## src/rtl/cpudefs.sv

```systemverilog
// Shared CPU definitions: RV32I memory access modes (funct3) and LSU FSM states.
package cpudefs;

    typedef enum logic [2:0] {
        MEM_B  = 3'b000,
        MEM_H  = 3'b001,
        MEM_W  = 3'b010,
        MEM_BU = 3'b100,
        MEM_HU = 3'b101
    } mem_mode_t;

    typedef enum logic [1:0] {
        IDLE,
        ACCESS,
        WAIT,
        RESP
    } lsu_state_t;

    localparam int XLEN = 32;

endpackage

```

## src/rtl/lsu_lane_formatter.sv

```systemverilog
// Combinational lane logic for the LSU: mode/alignment checks, byte enables,
// store-data replication and load extraction with sign/zero extension.
module lsu_lane_formatter
    import cpudefs::*;
(
    input  logic            write,
    input  logic [1:0]      lane,
    input  logic [2:0]      mode,
    input  logic [XLEN-1:0] write_data,
    input  logic [XLEN-1:0] mem_word,
    output logic [3:0]      byte_enable,
    output logic [XLEN-1:0] store_data,
    output logic [XLEN-1:0] load_data,
    output logic            bad_mode,
    output logic            misaligned
);

    logic [XLEN-1:0] shifted;

    always_comb begin
        bad_mode    = 1'b0;
        misaligned  = 1'b0;
        byte_enable = 4'b0000;
        store_data  = write_data;
        load_data   = '0;
        shifted     = mem_word >> {lane, 3'b000};

        if (write) begin
            bad_mode = mode[2] | (mode == 3'b011);
        end else begin
            case (mode)
                MEM_B, MEM_H, MEM_W, MEM_BU, MEM_HU: bad_mode = 1'b0;
                default:                             bad_mode = 1'b1;
            endcase
        end

        // A bad mode hides any alignment fault so only one flag is ever raised.
        if (!bad_mode) begin
            misaligned = ((mode[1:0] == 2'b01) && lane[0]) ||
                         ((mode[1:0] == 2'b10) && (lane != 2'b00));
        end

        case (mode[1:0])
            2'b00:   store_data = {4{write_data[7:0]}};
            2'b01:   store_data = {2{write_data[15:0]}};
            default: store_data = write_data;
        endcase

        if (write) begin
            case (mode[1:0])
                2'b00:   byte_enable = 4'b0001 << lane;
                2'b01:   byte_enable = 4'b0011 << lane;
                default: byte_enable = 4'b1111;
            endcase
        end

        case (mode)
            MEM_B:   load_data = {{24{shifted[7]}}, shifted[7:0]};
            MEM_H:   load_data = {{16{shifted[15]}}, shifted[15:0]};
            MEM_BU:  load_data = {24'd0, shifted[7:0]};
            MEM_HU:  load_data = {16'd0, shifted[15:0]};
            default: load_data = shifted;
        endcase
    end

endmodule

```

## src/rtl/load_store_unit.sv

```systemverilog
// Load/store unit: accepts one request per handshake, issues a single word-aligned
// memory strobe, and returns extended load data or an error flag on a response handshake.
module load_store_unit
    import cpudefs::*;
#(
    parameter int MEM_LATENCY = 0
) (
    input  logic        i_Clock,
    input  logic        i_Reset_n,
    input  logic        i_ReqValid,
    output logic        o_ReqReady,
    input  logic        i_ReqWrite,
    input  logic [31:0] i_ReqAddress,
    input  logic [31:0] i_ReqWriteData,
    input  logic [2:0]  i_ReqMode,
    output logic        o_RespValid,
    input  logic        i_RespReady,
    output logic [31:0] o_RespData,
    output logic        o_RespMisaligned,
    output logic        o_RespBadMode,
    output logic        o_MemReadEnable,
    output logic        o_MemWriteEnable,
    output logic [31:0] o_MemAddress,
    output logic [3:0]  o_MemByteEnable,
    output logic [31:0] o_MemDataOut,
    input  logic [31:0] i_MemDataIn
);

    // Handshakes: a request transfers on a rising edge where i_ReqValid and
    // o_ReqReady are both high; a response transfers where o_RespValid and
    // i_RespReady are both high. o_RespValid and its payload hold until then.

    localparam logic [1:0] WAIT_INIT = (MEM_LATENCY > 0) ? 2'(MEM_LATENCY - 1) : 2'd0;

    lsu_state_t  state, next_state;
    logic        ready_q, resp_valid_q;
    logic        req_write;
    logic [1:0]  req_lane;
    logic [2:0]  req_mode;
    logic [1:0]  wait_cnt;
    logic [31:0] resp_data;
    logic        resp_mis, resp_bad;
    logic        mem_re, mem_we;
    logic [31:0] mem_addr, mem_dout;
    logic [3:0]  mem_be;

    logic        fmt_write;
    logic [1:0]  fmt_lane;
    logic [2:0]  fmt_mode;
    logic [3:0]  fmt_be;
    logic [31:0] fmt_store, fmt_load;
    logic        fmt_bad, fmt_mis, fmt_err;
    logic        accept, issue, capture;

    // In IDLE the formatter checks the incoming request; afterwards it
    // works on the registered request to extract the returned word.
    assign fmt_write = (state == IDLE) ? i_ReqWrite        : req_write;
    assign fmt_lane  = (state == IDLE) ? i_ReqAddress[1:0] : req_lane;
    assign fmt_mode  = (state == IDLE) ? i_ReqMode         : req_mode;

    lsu_lane_formatter u_formatter (
        .write       (fmt_write),
        .lane        (fmt_lane),
        .mode        (fmt_mode),
        .write_data  (i_ReqWriteData),
        .mem_word    (i_MemDataIn),
        .byte_enable (fmt_be),
        .store_data  (fmt_store),
        .load_data   (fmt_load),
        .bad_mode    (fmt_bad),
        .misaligned  (fmt_mis)
    );

    assign fmt_err = fmt_bad | fmt_mis;
    assign accept  = i_ReqValid & ready_q & (state == IDLE);
    assign issue   = accept & ~fmt_err;
    assign capture = ~req_write &
                     (((state == ACCESS) && (MEM_LATENCY == 0)) ||
                      ((state == WAIT) && (wait_cnt == 2'd0)));

    always_comb begin
        next_state = state;
        case (state)
            IDLE:    if (accept) next_state = fmt_err ? RESP : ACCESS;
            ACCESS:  next_state = (MEM_LATENCY == 0) ? RESP : WAIT;
            WAIT:    if (wait_cnt == 2'd0) next_state = RESP;
            RESP:    if (i_RespReady) next_state = IDLE;
            default: next_state = IDLE;
        endcase
    end

    always_ff @(posedge i_Clock or negedge i_Reset_n) begin
        if (!i_Reset_n) begin
            state        <= IDLE;
            ready_q      <= 1'b0;
            resp_valid_q <= 1'b0;
            req_write    <= 1'b0;
            req_lane     <= 2'd0;
            req_mode     <= 3'd0;
            wait_cnt     <= 2'd0;
            resp_data    <= '0;
            resp_mis     <= 1'b0;
            resp_bad     <= 1'b0;
            mem_re       <= 1'b0;
            mem_we       <= 1'b0;
            mem_addr     <= '0;
            mem_be       <= '0;
            mem_dout     <= '0;
        end else begin
            state        <= next_state;
            ready_q      <= (next_state == IDLE);
            resp_valid_q <= (next_state == RESP);

            if (accept) begin
                req_write <= i_ReqWrite;
                req_lane  <= i_ReqAddress[1:0];
                req_mode  <= i_ReqMode;
            end

            mem_re   <= issue & ~i_ReqWrite;
            mem_we   <= issue & i_ReqWrite;
            mem_be   <= issue ? fmt_be : 4'b0000;
            mem_dout <= issue ? fmt_store : 32'd0;
            // Address stays up while a slow memory is still answering.
            if (issue) begin
                mem_addr <= {i_ReqAddress[31:2], 2'b00};
            end else if (next_state != WAIT) begin
                mem_addr <= '0;
            end

            if (state == ACCESS) begin
                wait_cnt <= WAIT_INIT;
            end else if ((state == WAIT) && (wait_cnt != 2'd0)) begin
                wait_cnt <= wait_cnt - 2'd1;
            end

            if (accept && fmt_err) begin
                resp_mis <= fmt_mis;
                resp_bad <= fmt_bad;
            end
            if (capture) begin
                resp_data <= fmt_load;
            end
            if ((state == RESP) && i_RespReady) begin
                resp_data <= '0;
                resp_mis  <= 1'b0;
                resp_bad  <= 1'b0;
            end
        end
    end

    assign o_ReqReady       = ready_q;
    assign o_RespValid      = resp_valid_q;
    assign o_RespData       = resp_data;
    assign o_RespMisaligned = resp_mis;
    assign o_RespBadMode    = resp_bad;
    assign o_MemReadEnable  = mem_re;
    assign o_MemWriteEnable = mem_we;
    assign o_MemAddress     = mem_addr;
    assign o_MemByteEnable  = mem_be;
    assign o_MemDataOut     = mem_dout;

endmodule

```

## config.mk

```make
export PLATFORM = sky130hd
export DESIGN_NAME = load_store_unit
export DESIGN_NICKNAME = d
export VERILOG_FILES = /design/src/rtl/cpudefs.sv /design/src/rtl/lsu_lane_formatter.sv /design/src/rtl/load_store_unit.sv
export SDC_FILE = /design/constraint.sdc
export NUM_CORES = 1
export LEC_CHECK = 0
export BUFFER_PORTS_ARGS = -buffer_cell sky130_fd_sc_hd__buf_2
export CORE_MARGIN = 5
export CORE_UTILIZATION = 50
export CTS_BUF_LIST = sky130_fd_sc_hd__clkbuf_8
export DETAILED_ROUTE_END_ITERATION = 10
export GPL_TIMING_DRIVEN = 0
export PLACE_DENSITY = 0.82
export SLEW_MARGIN = 20
export SYNTH_ARGS = -nofsm -noshare
export SYNTH_HDL_FRONTEND = slang
export SYNTH_SLANG_ARGS = --single-unit
```

## constraint.sdc

```tcl
create_clock -name i_Clock -period 2.53 [get_ports i_Clock]
set_input_delay 0.1265 -clock i_Clock [delete_from_list [all_inputs] [get_ports i_Clock]]
set_output_delay 0.1265 -clock i_Clock [all_outputs]
set_load 0.02 [all_outputs]
```

==> metrics.md, run 1 <==
| Metric | Value |
|---|---|
| Crit-path max FO | `10` |
| Initial core utilization | `51.27%` |
| Post-Syn Instances | `483` |
| Initial antenna violation count | `0` |
| Clock transition at the registers of the reported paths | `70 ps` |
| Required time of the critical path | `2800 ps` |
| Final hold violations | `0` |
| DRC Markers | `0` |
| Top_reg_cell synth | `dfrtp_1` |
| Core Rows | `37` |
| First-pass GRT wire length | `29350 um` |
| Synth async-reset ratio | `100.0%` |
| Least-Margin Pin Slew | `725.5 ps` |
| Area of the die | `12740 um2` |
| Ys Warns | `0` |
| Hold path start | `i_ReqWriteData[31]` |
| Synthesis-to-layout area growth | `45.20%` |
| Fin. max-slew vios | `0` |
| Port Buf Inserts | `207` |
| Total CTS buffers | `17` |
| Post-synthesis sequential area ratio | `53.90%` |
| N_diodes | `0` |
| Commonest non-fill, non-tap cell in the layout | `buf_2` |
| Via count | `5449` |
| Vias in the first global route | `5676` |
| Worst path arrival time | `2620 ps` |
| Worst setup SP type | `register` |
| Slew HR | `51.31%` |
| Die Height | `112.9 um` |
| Setup Buffers After CTS | `0` |
| Largest net degree at the start of global routing | `73` |
| Post-DP HPWL | `12580 um` |
| GRT overflow | `0` |
| Layout cells sized above 1 | `37.22%` |
| #FFs+latches synth | `114` |
| Status | `completed` |
| Fin worst setup slack | `177.1 ps` |
| First-pass DRT Iterations | `5` |
| DP Worst Slack | `125.2 ps` |
| Crit path from | `state[0]` |
| Setup-failing EPs final | `0` |
| Critical Path Slowest Stage Cell | `a2111oi_4` |
| Crit path cell chain | `or2_1, buf_6, a31oi_2, mux2i_1, a2111oi_4, buf_6, o221ai_1` |
| Crit Path Class | `reg -> reg` |
| Most used cell, CP | `buf_6` |
| Number of top-level pins | `210` |
| Worst setup EP type | `register` |
| Post-Syn Area per Cell | `10.96 um2` |
| Worst Hold Class | `in -> reg` |
| Maximum buffer depth of the clock tree | `2` |
| Peak supply drop | `590.0 uV` |
| Power Density | `1019 nW/um2` |
| Routed WL | `18530 um` |
| NumNets Final | `882` |
| Fin crit period | `2353 ps` |
| Fillers | `653` |
| Max_cap viols | `0` |
| Worst R2R Start | `state[0]` |
| Cell Area, Synth | `5293 um2` |
| CTS tree | `done` |
| GRT Util Overall | `29.09%` |
| Lkg Pwr | `4.044 nW` |
| Post-synth EDFFs | `0` |
| Clock Skews | `15.58 ps` |
| H-tree levels | `4` |
| Routability congestion estimate | `0.9379` |
| Worst-skew pair later-pin latency | `430 ps` |
| Initial DRC Count | `562` |
| Wire per inst | `20.02 um` |
| Commonest non-fill, non-tap cells in the layout | `buf_2 (218), dfrtp_1 (114), nand2_1 (76)` |
| Crit-path max cell delay | `570 ps` |
| Fmax | `0.4250 GHz` |
| Final period util | `93.00%` |
| Antenna-violating nets left | `0` |
| Core Region | `10320 um2` |
| Clk sinks | `114` |
| Cell variety after synth | `56` |
| Clock root buffer | `clkbuf_8` |
| Die width | `112.9 um` |
| Unrepaired setup endpoints after global routing | `true` |
| Fin Setup TNS | `0 ps` |
| Via-per-instance ratio | `5.884` |
## power breakdown
| part | total [W] | internal, W | switching [W] |
|---|---|---|---|
| logic | 0.00349 | 0.00135 | 0.00214 |
| registers | 0.00235 | 0.00212 | 0.000223 |
| clock network | 0.00199 | 0.00120 | 0.000796 |
| total | 0.00783 | 0.00467 | 0.00315 |
## metrics by stage
step,instances,area [um2],total power [W],utilization [%],hold WS [ps]
final,926,7685,0.007828,74.44,12.45
after global routing,926,7685,0.008221,74.44,16.28
after CTS,926,7655,0.007718,74.15,0.6077
after detailed placement,828,6536,0.005647,63.31,62.93
after global placement,827,6502,0.005513,62.99,351.0
after floorplan,484,5296,0.004660,-,-169.1
## repair_timing
item	in CTS	in global routing
gates resized for setup	0	10
setup endpoints to repair	0	45
endpoints found under the hold margin	104	0
hold buffers	66	0
## synthesized netlist by cell type, drive strengths merged, types with 2 or more instances
cell,number,share of area (%)
mux2i,20,3.9
o211ai,2,0.28
a31oi,3,0.35
nor2,29,2.1
nor3b,2,0.28
a21bo,2,0.38
o21a,3,0.43
nor4,2,0.24
nor4b,3,0.50
nor3,3,0.28
a32oi,8,1.3
nand2,77,5.5
or2,2,0.24
nand3,6,0.57
and3,8,1.0
a2111oi,2,1.0
clkbuf,14,1.0
buf,24,3.0
o221ai,8,1.3
or3b,3,0.50
inv,5,0.35
dfrtp,114,54
mux4,7,3.0
a211o,8,1.5
a21oi,24,2.3
nand2b,2,0.24
o21ai,25,2.4
a311oi,15,2.5
and2,13,1.6
a22o,37,6.1
## sequential cells by signal, indices dropped and copies added (netlist names)
| name | flops |
|---|---|
| o_RespValid | 1 |
| o_RespMisaligned | 1 |
| o_MemReadEnable | 1 |
| o_ReqReady | 1 |
| req_mode | 3 |
| o_MemDataOut | 32 |
| state | 2 |
| req_lane | 2 |
| req_write | 1 |
| o_RespData | 32 |
| wait_cnt | 2 |
| o_MemByteEnable | 4 |
| o_RespBadMode | 1 |
| o_MemWriteEnable | 1 |
| o_MemAddress | 30 |
## critical path, delay by kind of cell, from the launching register on
kind / cells / cell delay, ps
compound gates: 3 / 930
buf+inv: 2 / 360
simple gates: 1 / 290
mux: 1 / 150
flops: 1 / 460
## final timing paths
| kind | to | slack [ps] | cells past startpoint |
|---|---|---|---|
| min | o_MemDataOut[31] | 10 | 3 |
| min in group asynchronous | o_MemDataOut[18] | 200 | 2 |
| max | o_RespData[23] | 180 | 7 |
| max in group asynchronous | o_MemAddress[31] | 1630 | 3 |
| max reg2reg | o_RespData[23] | 180 | 7 |
| min reg2reg | o_RespData[12] | 490 | 1 |
## final cells by class
class                           instances  area [um2]  area share (%)
Multi-Input combinational cell        327        2241           29.16
Inverter                                5       18.77          0.2442
Sequential cell                       114        2853           37.12
Clock buffer                           18       247.7           3.224
Buffer                                 38       214.0           2.784
Tap cell                              136       170.2           2.214
Timing Repair Buffer                  274        1730           22.52
Clock inverter                         14       210.2           2.735
## cell families after synthesis
group | synth area share [%]
buf+inv | 4.350
simple gates | 13.17
mux | 7.045
other cells | 0.07085
fa+ha+maj | 0.2364
compound gates | 21.23
flops | 53.90
## per-layer routing
metal | vias to the layer above | routed length, um | global-route usage (%)
li1 | 2369 | - | -
met4 | 0 | 888 | 16.43
met1 | 2623 | 6751 | 34.49
met3 | 79 | 1626 | 6.791
met2 | 378 | 9268 | 48.70
met5 | - | 0 | 0
(Power assumes the default switching activity.)
==> run 2, diff against run 1 <==
BUFFER_PORTS_ARGS = default   (was -buffer_cell sky130_fd_sc_hd__buf_2)
CORE_UTILIZATION = 66   (was 50)
DONT_BUFFER_PORTS = 1   (was default)
==> run 2 against run 1 <==
  * Largest cell class unchanged
  * Routed wire length rose by 1.8%
  * Maximum frequency fell by 4.0%
  * Utilization rose by 12 points
  * Critical path type unchanged
  * The flow now finishes with violations (hold timing)
  * Non-clock buffer count fell by 187
  * Register-to-register slack got worse by 99 ps
  * Clock power fell by 8%
  * Largest power group unchanged
  * Critical endpoint is now o_RespData[10]
  * Combinational power fell by 13%
  * Cell area fell by 12%
  * Count of clock-buffer cells in the layout fell by 1
==> metrics.md, run 2 (same netlist as run 1, synthesis figures left out) <==
| Metric | Value |
|---|---|
| Status | `finished, violations left` |
| Failing checks | `hold timing` |
| Max_cap viols | `0 (unchanged)` |
| Worst-skew pair later-pin latency | `440 ps (about the same)` |
| NumNets Final | `695 (-21%)` |
| Power Density | `1117 nW/um2 (+9.7%)` |
| Core Region | `7767 um2 (-25%)` |
| Worst Hold Class | `in -> async` |
| Initial DRC Count | `383 (-32%)` |
| Crit Path Class | `reg -> reg` |
| H-tree levels | `4 (unchanged)` |
| Crit path cell chain | `inv_1, ha_1, nand3b_1, a21oi_1, clkbuf_2, nand2_1, a311oi_1, a211o_2` |
| Largest net degree at the start of global routing | `115 (+58%)` |
| Initial core utilization | `68.14% (+17 points)` |
| GRT Util Overall | `38.51% (+9.4 points)` |
| Critical Path Slowest Stage Cell | `dfrtp_1` |
| Port Buf Inserts | `0 (-100%)` |
| Total CTS buffers | `17 (unchanged)` |
| Antenna-violating nets left | `0 (unchanged)` |
| Final Cell Area | `6736 um2 (-12%)` |
| Vias in the first global route | `5109 (-10%)` |
| Fillers | `368 (-44%)` |
| Finished Layout Cells | `706 (-24%)` |
| Final hold violations | `114 (+114)` |
| Post-DP Area | `5424 um2 (-17%)` |
| Unrepaired setup endpoints after global routing | `true` |
| Setup-failing EPs final | `0 (unchanged)` |
| Peak supply drop | `628.6 uV (+6.5%)` |
| CTS tree | `done` |
| Area of the die | `9910 um2 (-22%)` |
| Fin crit period | `2452 ps (+98.56 ps)` |
| First-pass DRT Iterations | `6 (+1)` |
| Fin. max-slew vios | `0 (unchanged)` |
| Worst setup SP type | `register` |
| Clock Skews | `12.11 ps (-3.475 ps)` |
| Die width | `99.55 um (-12%)` |
| Required time of the critical path | `2900 ps (+100 ps)` |
| GRT overflow | `0 (unchanged)` |
| DRC Markers | `0 (unchanged)` |
| Post-DP HPWL | `10820 um (-14%)` |
| Final period util | `96.90% (+3.9 points)` |
| Wire per inst | `26.73 um (+34%)` |
| Synthesis-to-layout area growth | `27.28%` |
| Hold-fix buffers, CTS | `85 (+29%)` |
| Routability congestion estimate | `0.9704 (+3.5%)` |
| Slew HR | `44.88% (-6.4 points)` |
| Worst path bufs/invs | `2 (unchanged)` |
| DP Cell Count | `586 (-29%)` |
| Worst setup EP type | `register` |
| Crit-path max cell delay | `410 ps (-160 ps)` |
| Fmax | `0.4079 GHz (-4.0%)` |
| Clock transition at the registers of the reported paths | `80 ps (about the same)` |
| Layout cells sized above 1 | `14.43% (-23 points)` |
| Final Hold Slack | `-631.0 ps (-643.5 ps)` |
| Commonest non-fill, non-tap cell in the layout | `dfrtp_1` |
| Commonest non-fill, non-tap cells in the layout | `dfrtp_1 (114), dlygate4sd3_1 (85), nand2_1 (76)` |
| Initial antenna violation count | `1 (+1)` |
| Core Rows | `32 (-14%)` |
| Via-per-instance ratio | `7.072 (+20%)` |
| Via count | `4993 (-8.4%)` |
| Crit-path max FO | `10 (unchanged)` |
| Lkg Pwr | `3.142 nW (-22%)` |
| Routed WL | `18870 um (+1.8%)` |
| Kind of cell adding the most delay to the critical path | `compound AO/OA/AOI/OAI gates` |
| First-pass GRT wire length | `29020 um (-1.1%)` |
| Worst path arrival time | `2820 ps (+200 ps)` |
| Number of top-level pins | `210 (unchanged)` |
| Least-Margin Pin Slew | `821.3 ps (+95.81 ps)` |
| Clock root buffer | `clkbuf_8` |
| Clk sinks | `114 (unchanged)` |
| Die Height | `99.55 um (-12%)` |
| Maximum buffer depth of the clock tree | `2 (unchanged)` |
## run 2: changes by cell type in the layout (fill, tap and decap cells not counted), sizes merged
cell	previous run	this run
dlygate4sd3	66	85
bufinv	5	3
inv	8	9
buf	232	25
clkinv	4	7
clkinvlp	2	1
diode	0	1
## run 2: where the power goes
part	total (W)	internal, W	switching [W]
clock network	0.00183	0.000986	0.000845
registers	0.00267	0.00212	0.000546
logic	0.00303	0.00118	0.00185
## run 2: timing repair
action                                  CTS  global route
gates resized for setup                   1            10
endpoints found under the setup margin    1            45
hold endpoints to repair                207           114
pin swaps                                 0             3
buffers inserted                          0             2
## run 2: stage by stage
step	TNS, ps	total power (W)	setup WS, ps	utilization (%)
floorplan	0	0.004660	504.0	-
global placement	0	0.005197	134.2	69.83
detailed placement	0	0.005300	22.40	69.83
CTS	0	0.007221	48.88	86.18
global route	-142.5	0.007835	-38.75	86.73
finish	0	0.007525	78.49	86.73
## run 2: worst register-to-register path, stage by stage, from the launching register on
cell	delay [ps]
dfrtp_1	410
inv_1	70
ha_1	290
nand3b_1	120
a21oi_1	310
clkbuf_2	340
nand2_1	270
a311oi_1	410
a211o_2	180
## run 2: final timing paths
check                                  from               end  slack (ps)  cells past startpoint
min in group i_Clock            i_RespReady          state[0]          40                      2
worst min register to register  wait_cnt[0]       wait_cnt[0]         540                      2
worst min-delay path              i_Reset_n   o_MemDataOut[1]        -630                      0
worst max register to register  wait_cnt[0]    o_RespData[10]          80                      8
max in group asynchronous         i_Reset_n  o_MemDataOut[28]        3000                      0
worst max-delay path            wait_cnt[0]    o_RespData[10]          80                      8
## run 2: final cells by class
| type | count | area [um2] | share of cell area [%] |
|---|---|---|---|
| multi-input combinational | 327 | 2232 | 33.14 |
| clock inverter | 15 | 183.9 | 2.730 |
| clock buffer | 17 | 234.0 | 3.473 |
| antenna | 1 | 2.502 | 0.03715 |
| timing repair buffer | 87 | 865.8 | 12.85 |
| tap | 102 | 127.6 | 1.894 |
| inverter | 5 | 18.77 | 0.2786 |
| sequential | 114 | 2853 | 42.35 |
| buffer | 38 | 219.0 | 3.250 |
## run 2: per-layer routing
| layer | global-route usage [%] | up-vias | part of all wire (%) |
|---|---|---|---|
| met5 | 0 | - | 0 |
| met4 | 23.00 | 0 | 6.1 |
| met3 | 12.20 | 120 | 12 |
| met2 | 64.46 | 488 | 50 |
| met1 | 43.01 | 2384 | 32 |
| li1 | - | 2001 | - |
